File: config.mk
export PLATFORM = sky130hd
export DESIGN_NAME = player_ctrl_flat
export DESIGN_NICKNAME = d
export VERILOG_FILES = /design/src/rtl/player_ctrl_if.sv /design/src/rtl/player_ctrl.sv /design/src/flat_wrapper.sv
export SDC_FILE = /design/constraint.sdc
export NUM_CORES = 1
export LEC_CHECK = 0
export ABC_AREA = 1
export CORE_MARGIN = 1
export CORE_UTILIZATION = 44
export DETAILED_ROUTE_END_ITERATION = 10
export PLACE_DENSITY_LB_ADDON = 0.3
export SYNTH_ARGS = -nofsm -noshare
export SYNTH_HDL_FRONTEND = slang
export SYNTH_SLANG_ARGS = --single-unit
File: constraint.sdc
create_clock -name clk -period 1.7 [get_ports clk]
set_input_delay 0.51 -clock clk [delete_from_list [all_inputs] [get_ports clk]]
set_output_delay 0.51 -clock clk [all_outputs]
set_load 0.02 [all_outputs]
File: src/rtl/player_ctrl_if.sv
// rtl/player_ctrl_if.sv - signal bundle between the player control FSM and its environment
// slave  (player_ctrl): in  frame_tick, up_btn, down_btn, y_cur[7:0]
//                       out add_x, add_y[1:0], y_pos_mod, y_neg_mod, plot, colour[2:0], busy
// master (environment): the same signals with opposite directions
interface player_ctrl_if;
   logic       frame_tick;
   logic       up_btn;
   logic       down_btn;
   logic [7:0] y_cur;
   logic       add_x;
   logic [1:0] add_y;
   logic       y_pos_mod;
   logic       y_neg_mod;
   logic       plot;
   logic [2:0] colour;
   logic       busy;

   modport master (
      output frame_tick, up_btn, down_btn, y_cur,
      input  add_x, add_y, y_pos_mod, y_neg_mod, plot, colour, busy
   );

   modport slave (
      input  frame_tick, up_btn, down_btn, y_cur,
      output add_x, add_y, y_pos_mod, y_neg_mod, plot, colour, busy
   );
endinterface

File: src/rtl/player_ctrl.sv
// rtl/player_ctrl.sv - ship erase/move/draw sequencer driving the player datapath and VGA strobes
// clk  : system clock
// rst  : asynchronous active-high reset
// bus  : player_ctrl_if.slave (frame_tick, buttons, y_cur in; sprite offsets, move pulses,
//        plot/colour strobes and busy out)
module player_ctrl #(
   parameter int         FRAME_DIV = 4,
   parameter int         Y_MIN     = 0,
   parameter int         Y_MAX     = 116,
   parameter logic [2:0] FG_COLOUR = 3'b111,
   parameter logic [2:0] BG_COLOUR = 3'b000
) (
   input logic          clk,
   input logic          rst,
   player_ctrl_if.slave bus
);
   localparam int               DIV_W    = (FRAME_DIV > 1) ? $clog2(FRAME_DIV) : 1;
   localparam logic [DIV_W-1:0] DIV_LAST = DIV_W'(FRAME_DIV - 1);
   localparam logic [7:0]       Y_MIN_L  = 8'(Y_MIN);
   localparam logic [7:0]       Y_MAX_L  = 8'(Y_MAX);

   typedef enum logic [2:0] {
      S_INIT  = 3'd0,
      S_IDLE  = 3'd1,
      S_ERASE = 3'd2,
      S_MOVE  = 3'd3,
      S_DRAW  = 3'd4
   } state_t;

   state_t           state_q, state_d;
   logic [2:0]       cnt_q, cnt_d;
   logic [DIV_W-1:0] div_q, div_d;
   logic             dir_up_q, dir_up_d;
   logic             opportunity;

   assign opportunity = bus.frame_tick && (div_q == DIV_LAST);

   always_ff @(posedge clk or posedge rst) begin
      if (rst) begin
         state_q  <= S_INIT;
         cnt_q    <= '0;
         div_q    <= '0;
         dir_up_q <= 1'b0;
      end else begin
         state_q  <= state_d;
         cnt_q    <= cnt_d;
         div_q    <= div_d;
         dir_up_q <= dir_up_d;
      end
   end

   always_comb begin
      state_d  = state_q;
      cnt_d    = cnt_q;
      div_d    = div_q;
      dir_up_d = dir_up_q;

      // The divider keeps running while busy so dropped opportunities do not shift the cadence.
      if ((state_q != S_INIT) && bus.frame_tick) begin
         div_d = (div_q == DIV_LAST) ? '0 : div_q + DIV_W'(1);
      end

      case (state_q)
         S_INIT: begin
            state_d = S_DRAW;
            cnt_d   = '0;
         end
         S_IDLE: begin
            // Buttons and y_cur matter only on the opportunity cycle; direction is latched here.
            if (opportunity) begin
               if (bus.up_btn && !bus.down_btn && (bus.y_cur > Y_MIN_L)) begin
                  dir_up_d = 1'b1;
                  state_d  = S_ERASE;
                  cnt_d    = '0;
               end else if (bus.down_btn && !bus.up_btn && (bus.y_cur < Y_MAX_L)) begin
                  dir_up_d = 1'b0;
                  state_d  = S_ERASE;
                  cnt_d    = '0;
               end
            end
         end
         S_ERASE: begin
            cnt_d = cnt_q + 3'd1;
            if (cnt_q == 3'd7) begin
               state_d = S_MOVE;
            end
         end
         S_MOVE: begin
            state_d = S_DRAW;
            cnt_d   = '0;
         end
         S_DRAW: begin
            cnt_d = cnt_q + 3'd1;
            if (cnt_q == 3'd7) begin
               state_d = S_IDLE;
            end
         end
         default: begin
            state_d = S_INIT;
            cnt_d   = '0;
         end
      endcase
   end

   // cnt is zero outside ERASE/DRAW, so the sprite offsets are quiet in the other states.
   always_comb begin
      bus.add_x     = cnt_q[0];
      bus.add_y     = cnt_q[2:1];
      bus.plot      = 1'b0;
      bus.colour    = 3'b000;
      bus.y_pos_mod = 1'b0;
      bus.y_neg_mod = 1'b0;
      bus.busy      = 1'b1;
      case (state_q)
         S_IDLE: begin
            bus.busy = 1'b0;
         end
         S_ERASE: begin
            bus.plot   = 1'b1;
            bus.colour = BG_COLOUR;
         end
         S_MOVE: begin
            bus.y_neg_mod = dir_up_q;
            bus.y_pos_mod = !dir_up_q;
         end
         S_DRAW: begin
            bus.plot   = 1'b1;
            bus.colour = FG_COLOUR;
         end
         default: begin
            bus.busy = 1'b1;
         end
      endcase
   end
endmodule
File: src/flat_wrapper.sv
// flat-port wrapper written by rule: the top's interface ports become plain ports
module player_ctrl_flat 
#(
   parameter int         FRAME_DIV = 4,
   parameter int         Y_MIN     = 0,
   parameter int         Y_MAX     = 116,
   parameter logic [2:0] FG_COLOUR = 3'b111,
   parameter logic [2:0] BG_COLOUR = 3'b000
)
  (clk, rst, bus_frame_tick, bus_up_btn, bus_down_btn, bus_y_cur, bus_add_x, bus_add_y, bus_y_pos_mod, bus_y_neg_mod, bus_plot, bus_colour, bus_busy);
  player_ctrl_if bus_i ();
  input logic clk;
  input logic rst;
  input wire logic [$bits(bus_i.frame_tick)-1:0] bus_frame_tick;
  input wire logic [$bits(bus_i.up_btn)-1:0] bus_up_btn;
  input wire logic [$bits(bus_i.down_btn)-1:0] bus_down_btn;
  input wire logic [$bits(bus_i.y_cur)-1:0] bus_y_cur;
  output wire logic [$bits(bus_i.add_x)-1:0] bus_add_x;
  output wire logic [$bits(bus_i.add_y)-1:0] bus_add_y;
  output wire logic [$bits(bus_i.y_pos_mod)-1:0] bus_y_pos_mod;
  output wire logic [$bits(bus_i.y_neg_mod)-1:0] bus_y_neg_mod;
  output wire logic [$bits(bus_i.plot)-1:0] bus_plot;
  output wire logic [$bits(bus_i.colour)-1:0] bus_colour;
  output wire logic [$bits(bus_i.busy)-1:0] bus_busy;
  assign bus_i.frame_tick = bus_frame_tick;
  assign bus_i.up_btn = bus_up_btn;
  assign bus_i.down_btn = bus_down_btn;
  assign bus_i.y_cur = bus_y_cur;
  assign bus_add_x = bus_i.add_x;
  assign bus_add_y = bus_i.add_y;
  assign bus_y_pos_mod = bus_i.y_pos_mod;
  assign bus_y_neg_mod = bus_i.y_neg_mod;
  assign bus_plot = bus_i.plot;
  assign bus_colour = bus_i.colour;
  assign bus_busy = bus_i.busy;
  player_ctrl #(.FRAME_DIV(FRAME_DIV), .Y_MIN(Y_MIN), .Y_MAX(Y_MAX), .FG_COLOUR(FG_COLOUR), .BG_COLOUR(BG_COLOUR)) u_core (.clk(clk), .rst(rst), .bus(bus_i));
endmodule
---- After elaboration in Yosys (flattened, before gate mapping) ----
Index checks and enable logic that the tools add are counted.
storage, ports and cells
  flip-flop bits (word level) ............. 9
  output and inout bits ................... 10
  logic and storage cells ................. 53
cells by class
  add/sub/neg operators ................... 2
  $lt $le $gt $ge ......................... 2
  eq/ne operators ......................... 10
  muxes and demuxes ....................... 18
  reductions and logical operators ........ 17
operators with widths
  cell                                                                   count
  3-bit 2-to-1 mux                                                       9
  3-bit case mux with 4 select lines                                     1
  8-bit by 1-bit > comparator with 1-bit output (second input constant)  1
  8-bit by 7-bit < comparator with 1-bit output (second input constant)  1
  3-bit by 2-bit == test with 1-bit output (second input constant)       2
  3-bit == test (second input constant)                                  2
  1-bit logical AND                                                      6
  1-bit 2-to-1 mux                                                       6
  2-bit by 1-bit != test with 1-bit output (second input constant)       3
  3-bit case mux with 2 select lines                                     1
  4-bit AND reduction                                                    1
  2-bit OR reduction                                                     2
  3-bit by 1-bit adder with 3-bit output (second input constant)         1
  3-bit by 1-bit == test with 1-bit output (second input constant)       1
  1-bit logical NOT                                                      3
  3-bit logical NOT                                                      1
  3-bit by 1-bit != test with 1-bit output (second input constant)       1
  3-bit AND reduction                                                    1
  3-bit nonzero test                                                     1
  2-bit by 1-bit adder with 2-bit output (second input constant)         1
  2-bit == test (second input constant)                                  1
  2-bit 2-to-1 mux                                                       1
  2-bit AND reduction                                                    1
  2-bit nonzero test                                                     1

---- Longest topological paths before layout ----
Gate-level depths: netlist of the first run.
  depth in word-level cells ............... 7
  mapped depth ............................ 8

---- Least setup slack after synthesis of the first run ----
Ideal clock, no wire load.
  path type ............................... flip-flop to output port
  start ................................... register u_core.state_q[1]
  end ..................................... output bus_colour[1]
  arrival ................................. 930 ps
  required time ........................... 1190 ps
  setup slack ............................. 260 ps
  cell stages (with the launch flop) ...... 5
  buffers on the path ..................... 1
  cells stage by stage .................... dfrtp_1 inv_2 nand3_2 inv_1 buf_4
between the ends
  word-level cells in the longest chain between the ends .. 2
RTL lines
  item                    RTL line            text
  start, declared         player_ctrl.sv:30   state_t state_q, state_d;
  start signal, assigned  player_ctrl.sv:45   state_q <= state_d;
  3-bit == test           player_ctrl.sv:114  case (state_q)
  3-bit 2-to-1 mux        player_ctrl.sv:114
  end, declared           flat_wrapper.sv:23  output wire logic [$bits(bus_i.colour)-1:0] bus_colour;
No other way between the ends.

---- Final worst setup path of the first run ----
  start ................................... register u_core.state_q[2]
  end ..................................... output bus_y_pos_mod
between the ends
  word-level cells in the longest chain between the ends .. 2
RTL lines
  item                                      RTL line            text
  3-bit by 2-bit == test with 1-bit output  player_ctrl.sv:114
  1-bit 2-to-1 mux                          player_ctrl.sv:114
  end, declared                             flat_wrapper.sv:20  output wire logic [$bits(bus_i.y_pos_mod)-1:0] bus_y_pos_mod;
No other way between the ends.

==> flow_summary.toml, run 1 <==
[run_status]
status = "completed"

[clock_tree]
insertion_delay_ps = 260
h-tree-depth = 1
cts_root_buf = "clkbuf_4"
cts_made_buffers = 3
clk_pin_slew_worst_paths_ps = 60
cts_tree = "yes"
cts_sinks = 9
cts_hold_repair.buffers = 0
clockBufferDepth = 2

[worst_setup_path]
critical_path_class = "reg2out"
critPathRequiredTime_ps = 1190
r2r-end = "u_core.cnt_q[2]"
r2r-start = "u_core.state_q[2]"
rr_worst_depth = 9
arrival_ps = 1130
endpoint_kind = "output port"
crit_path_max_fanout = 4
startpoint_type = "flip-flop"
ff2ff_setup_slack_ps = 390

[global_route]
grt_use_total = 0.224
overflow = 0
antenna_found_initial = 0
grt_pass1_vias = 566
grt_max_degree = 10
grt_first_pass_wirelength_um = 2220

[place]
dp_hpwl_um = 1120
gp_congestion = 0.770
io_buffers = 22
place_ws_ps = -113

[timing]
slew_viol_final = 0
finalHoldViolCount = 0
fmax_mhz = 610
fin_hold_ws_ps = 503
rsz0062_at_grt = "false"
maxSlewHeadroom = 0.763
timing.final.ws_setup_ps = 59.8
finalCritPeriodShare = 0.965
setup_viol_count_final = 0
fin_skew_ps = 7.30
worstMarginPinSlew_ps = 354
post-route-min-period_ps = 1640

[cells_and_area]
area_growth_pct = 47.9
final_layout_size_suffix_gt1_frac = 0.269
nets = 125
mostFrequentLayoutCells = "nand2_1, clkdlybuf4s50_1, nor2_1"
final_common_cell = "nand2_1"
n_antenna_cell = 0

[synthesis]
yosys-top-cells-area = "dfrtp_1, nand2_1, nor2_1"
syn_area_um2 = 574
synth_cells = 76
synth_xor_area_frac = 0
yosysWarnings = 0
syn_nets = 92
synth_top_family_by_area = "simple AND/OR/NAND/NOR gates"
synth_seq_area_share = 0.392
post_synth_fa_ha_maj_area_fraction = 0.0654
syn_area_per_cell_um2 = 7.56
synth.area.mux_share = 0.0196
synthSimpleGateAreaFrac = 0.379
synth_top_area_cell = "dfrtp_1"
ys_types = 16
synth-seq-cells = 9
synth_compound_area_frac = 0.0392
synth.top_cell.area_share = 0.392

[power]
powerDensity_nw_per_um2 = 1370
p_leak_nw = 0.464
irDropWorstVdd_mv = 0.805

[floorplanning]
die_w_um = 38.1
die_area_um2 = 1450
placementRows = 12
initial_core_util = 0.497
die_h_um = 38.1
core-area_um2 = 1160
ios = 23

[hold_path]
hp-class = "in2async"

[routing]
first_pass_iters = 4
drt_iter0_markers = 9
drt_wl_total_um = 1330
vias = 605
routedWlPerCell_um = 10.9
drc = 0
vias_per_cell = 4.96
antenna_left = 0

[flow_run]
maxCapViolations = 0
-- synthesized netlist by cell type --
cell type	number
nand2_1	19
nor2_1	11
dfrtp_1	9
inv_1	7
inv_2	5
nand3_1	4
nand4_1	4
ha_1	3
nand2_2	3
nand3_2	3
buf_4	2
o211ai_1	2
a21o_1	1
mux2_1	1
nor3_1	1
or2_0	1
-- power breakdown --
group	leakage (nW)	switching (W)	internal, W	total, W
clock	0.0150	0.0000746	0.0000904	0.000165
sequential	0.113	0.0000650	0.000302	0.000366
combinational	0.337	0.000354	0.000280	0.000634
total	0.464	0.000493	0.000672	0.00117
-- through the flow --
step	instance area [µm²]	utilization	TNS [ps]	total power (W)	std cells
after floorplan	574	-	0	0.000788	76
after global routing	850	0.735	0	0.00126	122
final	850	0.735	0	0.00117	122
after detailed placement	857	0.741	-719	0.00108	118
after global placement	857	0.741	-405	0.00105	118
after CTS	851	0.736	0	0.00118	122
-- logic make-up (layout without fill, tap and decap cells) --
group	Yosys count	count (layout)
simple gates	46	46
fa+ha+maj	3	3
buf+inv	14	46
compound gates	3	3
mux	1	1
flops	9	9
-- worst max path at each step --
stage,from,endpoint,depth (start not counted)
after floorplan,u_core.state_q[1],bus_colour[1],4
after global placement,u_core.state_q[2],bus_y_pos_mod,4
after detailed placement,u_core.state_q[2],bus_y_pos_mod,4
after CTS,u_core.state_q[2],bus_busy,4
after global routing,u_core.state_q[0],bus_colour[2],4
final,u_core.state_q[2],bus_y_pos_mod,4
-- sequential cells by signal, indices dropped and copies added (netlist names) --
register,count
u_core.cnt_q,3
u_core.div_q,2
u_core.state_q,3
u_core.dir_up_q,1
-- cell type report --
| class | instances | area (µm²) |
|---|---|---|
| fill | 93 | 307 |
| multi-input combinational | 53 | 289 |
| timing repair buffer | 30 | 246 |
| sequential | 9 | 225 |
| inverter | 12 | 45.0 |
| clock buffer | 4 | 26.3 |
| tap | 14 | 17.5 |
-- routing by layer --
layer	global-route usage	routed length, µm	up-vias
met5	0	0	-
met4	0.134	27	0
met3	0.0523	65	6
met2	0.407	702	18
met1	0.228	534	275
li1	-	-	306
-- what timing repair did --
item | 4_1_cts | 5_1_grt
setup endpoints to repair | 10 | 3
setup buffers | 0 | 0
gates resized for setup | 30 | 3
endpoints found under the hold margin | 0 | 0
-- critical path: stages (launching register included) --
cell and delay (ps):
dfrtp_1 390, inv_2 80, nand3_1 110, nor2_1 130
buf_4 150
Note: power is estimated with default switching activity, not from simulation.
==> inputs of run 2 (changes only) <==
--- a/config.mk
+++ b/config.mk
@@ -10,6 +10,7 @@
 export CORE_UTILIZATION = 44
 export DETAILED_ROUTE_END_ITERATION = 10
 export PLACE_DENSITY_LB_ADDON = 0.3
+export RECOVER_POWER = 50
 export SYNTH_ARGS = -nofsm -noshare
 export SYNTH_HDL_FRONTEND = slang
 export SYNTH_SLANG_ARGS = --single-unit
==> run 2 against run 1 <==
Via count unchanged. First-iteration DRC count unchanged. Register-to-register slack about the same. Critical path type unchanged.
==> flow_summary.toml, run 2 (synthesized netlist as in run 1, its figures left out) <==
[run_status]
status = "completed"

[clock_tree]
clockBufferDepth = 2
h-tree-depth = 1
cts_root_buf = "clkbuf_4"
post_cts_buffers = 0
cts_sinks = 9
cts_made_buffers = 3
insertion_delay_ps = 260
clk_pin_slew_worst_paths_ps = 60
cts_tree = "yes"
cts_hold_repair.buffers = 0

[power]
powerDensity_nw_per_um2 = 1370
p_clk_frac = 0.142
irDropWorstVdd_mv = 0.805
p_leak_nw = 0.465
p_int_w = 0.000671
combPwrFrac = 0.544
p_switching_w = 0.000493
seqPwrFrac = 0.315
switching_share = 0.424

[cells_and_area]
multi_input_area_um2 = 289
fillers = 93
final_common_cell = "nand2_1"
regArea_um2 = 225
top_regs = "u_core.cnt_q: 3 flops, u_core.state_q: 3 flops, u_core.div_q: 2 flops"
nets = 125
area_growth_pct = 47.9
n_antenna_cell = 0
fin_cells = 122
mostFrequentLayoutCells = "nand2_1, nor2_1, clkdlybuf4s50_1, buf_4, dfrtp_1"
final_layout_size_suffix_gt1_frac = 0.269

[routing]
drt_iter0_markers = 9
vias_per_cell = 4.96
first_pass_iters = 4
drc = 0
routedWlPerCell_um = 10.9
drt_wl_total_um = 1330
antenna_left = 0
vias = 605

[timing]
finalCritPeriodShare = 0.965
fin_skew_ps = 7.34
worstMarginPinSlew_ps = 354
slew_viol_final = 0
fin_hold_ws_ps = 503
tns_ps = 0
fmax_mhz = 610
timing.final.ws_setup_ps = 59.8
rsz0062_at_grt = "false"
finalHoldViolCount = 0
setup_viol_count_final = 0
maxSlewHeadroom = 0.764
post-route-min-period_ps = 1640

[worst_setup_path]
startpoint_type = "flip-flop"
critical_path_class = "reg2out"
crit_path_max_fanout = 4
critPathRequiredTime_ps = 1190
endpoint_kind = "output port"
arrival_ps = 1130

[floorplanning]
die_w_um = 38.1
die_area_um2 = 1450
core-area_um2 = 1160
placementRows = 12
ios = 23
die_h_um = 38.1
initial_core_util = 0.497

[global_route]
grt_pass1_vias = 566
grt_first_pass_wirelength_um = 2220
overflow = 0
antenna_found_initial = 0
grt_use_total = 0.224
grt_max_degree = 10

[place]
dp_hpwl_um = 1120
place_ws_ps = -113
dp_cells = 118
io_buffers = 22
gp_congestion = 0.770

[flow_run]
maxCapViolations = 0

[hold_path]
hp-class = "reg2reg"
-- run 2: worst paths after layout --
path	slack, ps	cells past startpoint	start	endpoint
hold reg to reg	500	1	u_core.div_q[1]	u_core.div_q[1]
min in group asynchronous	640	2	rst	u_core.cnt_q[1]
hold / removal	500	1	u_core.div_q[1]	u_core.div_q[1]
setup / recovery	60	4	u_core.state_q[2]	bus_y_pos_mod
max in group asynchronous	790	2	rst	u_core.cnt_q[2]
setup reg to reg	390	9	u_core.state_q[2]	u_core.cnt_q[2]
-- run 2: cell type report --
class	count	share of cell area
clock buffer	4	0.0309
inverter	12	0.0530
multi-input combinational	53	0.340
sequential	9	0.265
tap	14	0.0206
timing repair buffer	30	0.290
-- run 2: power groups by stage --
stage / Sequential [W] / Clock, W / Combinational [W]
final: 0.000366 / 0.000165 / 0.000633
after global routing: 0.000376 / 0.000182 / 0.000706
after CTS: 0.000368 / 0.000173 / 0.000639
after detailed placement: 0.000372 / 0 / 0.000712
after global placement: 0.000365 / 0 / 0.000685
after floorplan: 0.000402 / 0 / 0.000386
-- run 2: routing by layer --
metal  GRT usage  vias up  wire, µm
met5           0        -         0
li1            -      306         -
met3      0.0523        6        65
met1       0.228      275       534
met4       0.134        0        27
met2       0.407       18       701
-- run 2: stage by stage --
step	total power, W	instance area [µm²]	util
after floorplan	0.000788	574	-
after global routing	0.00126	850	0.735
final	0.00116	850	0.735
after CTS	0.00118	851	0.736
after global placement	0.00105	857	0.741
after detailed placement	0.00108	857	0.741
-- run 2: critical path, cell delays in order (launching register included) --
cell     delay, ps
dfrtp_1        390
inv_2           80
nand3_1        110
nor2_1         130
buf_4          150
-- run 2: timing repair --
item,4_1_cts,5_1_grt
resized for setup,30,3
endpoints found under the setup margin,10,3
cloned,0,0
pin swaps,0,0
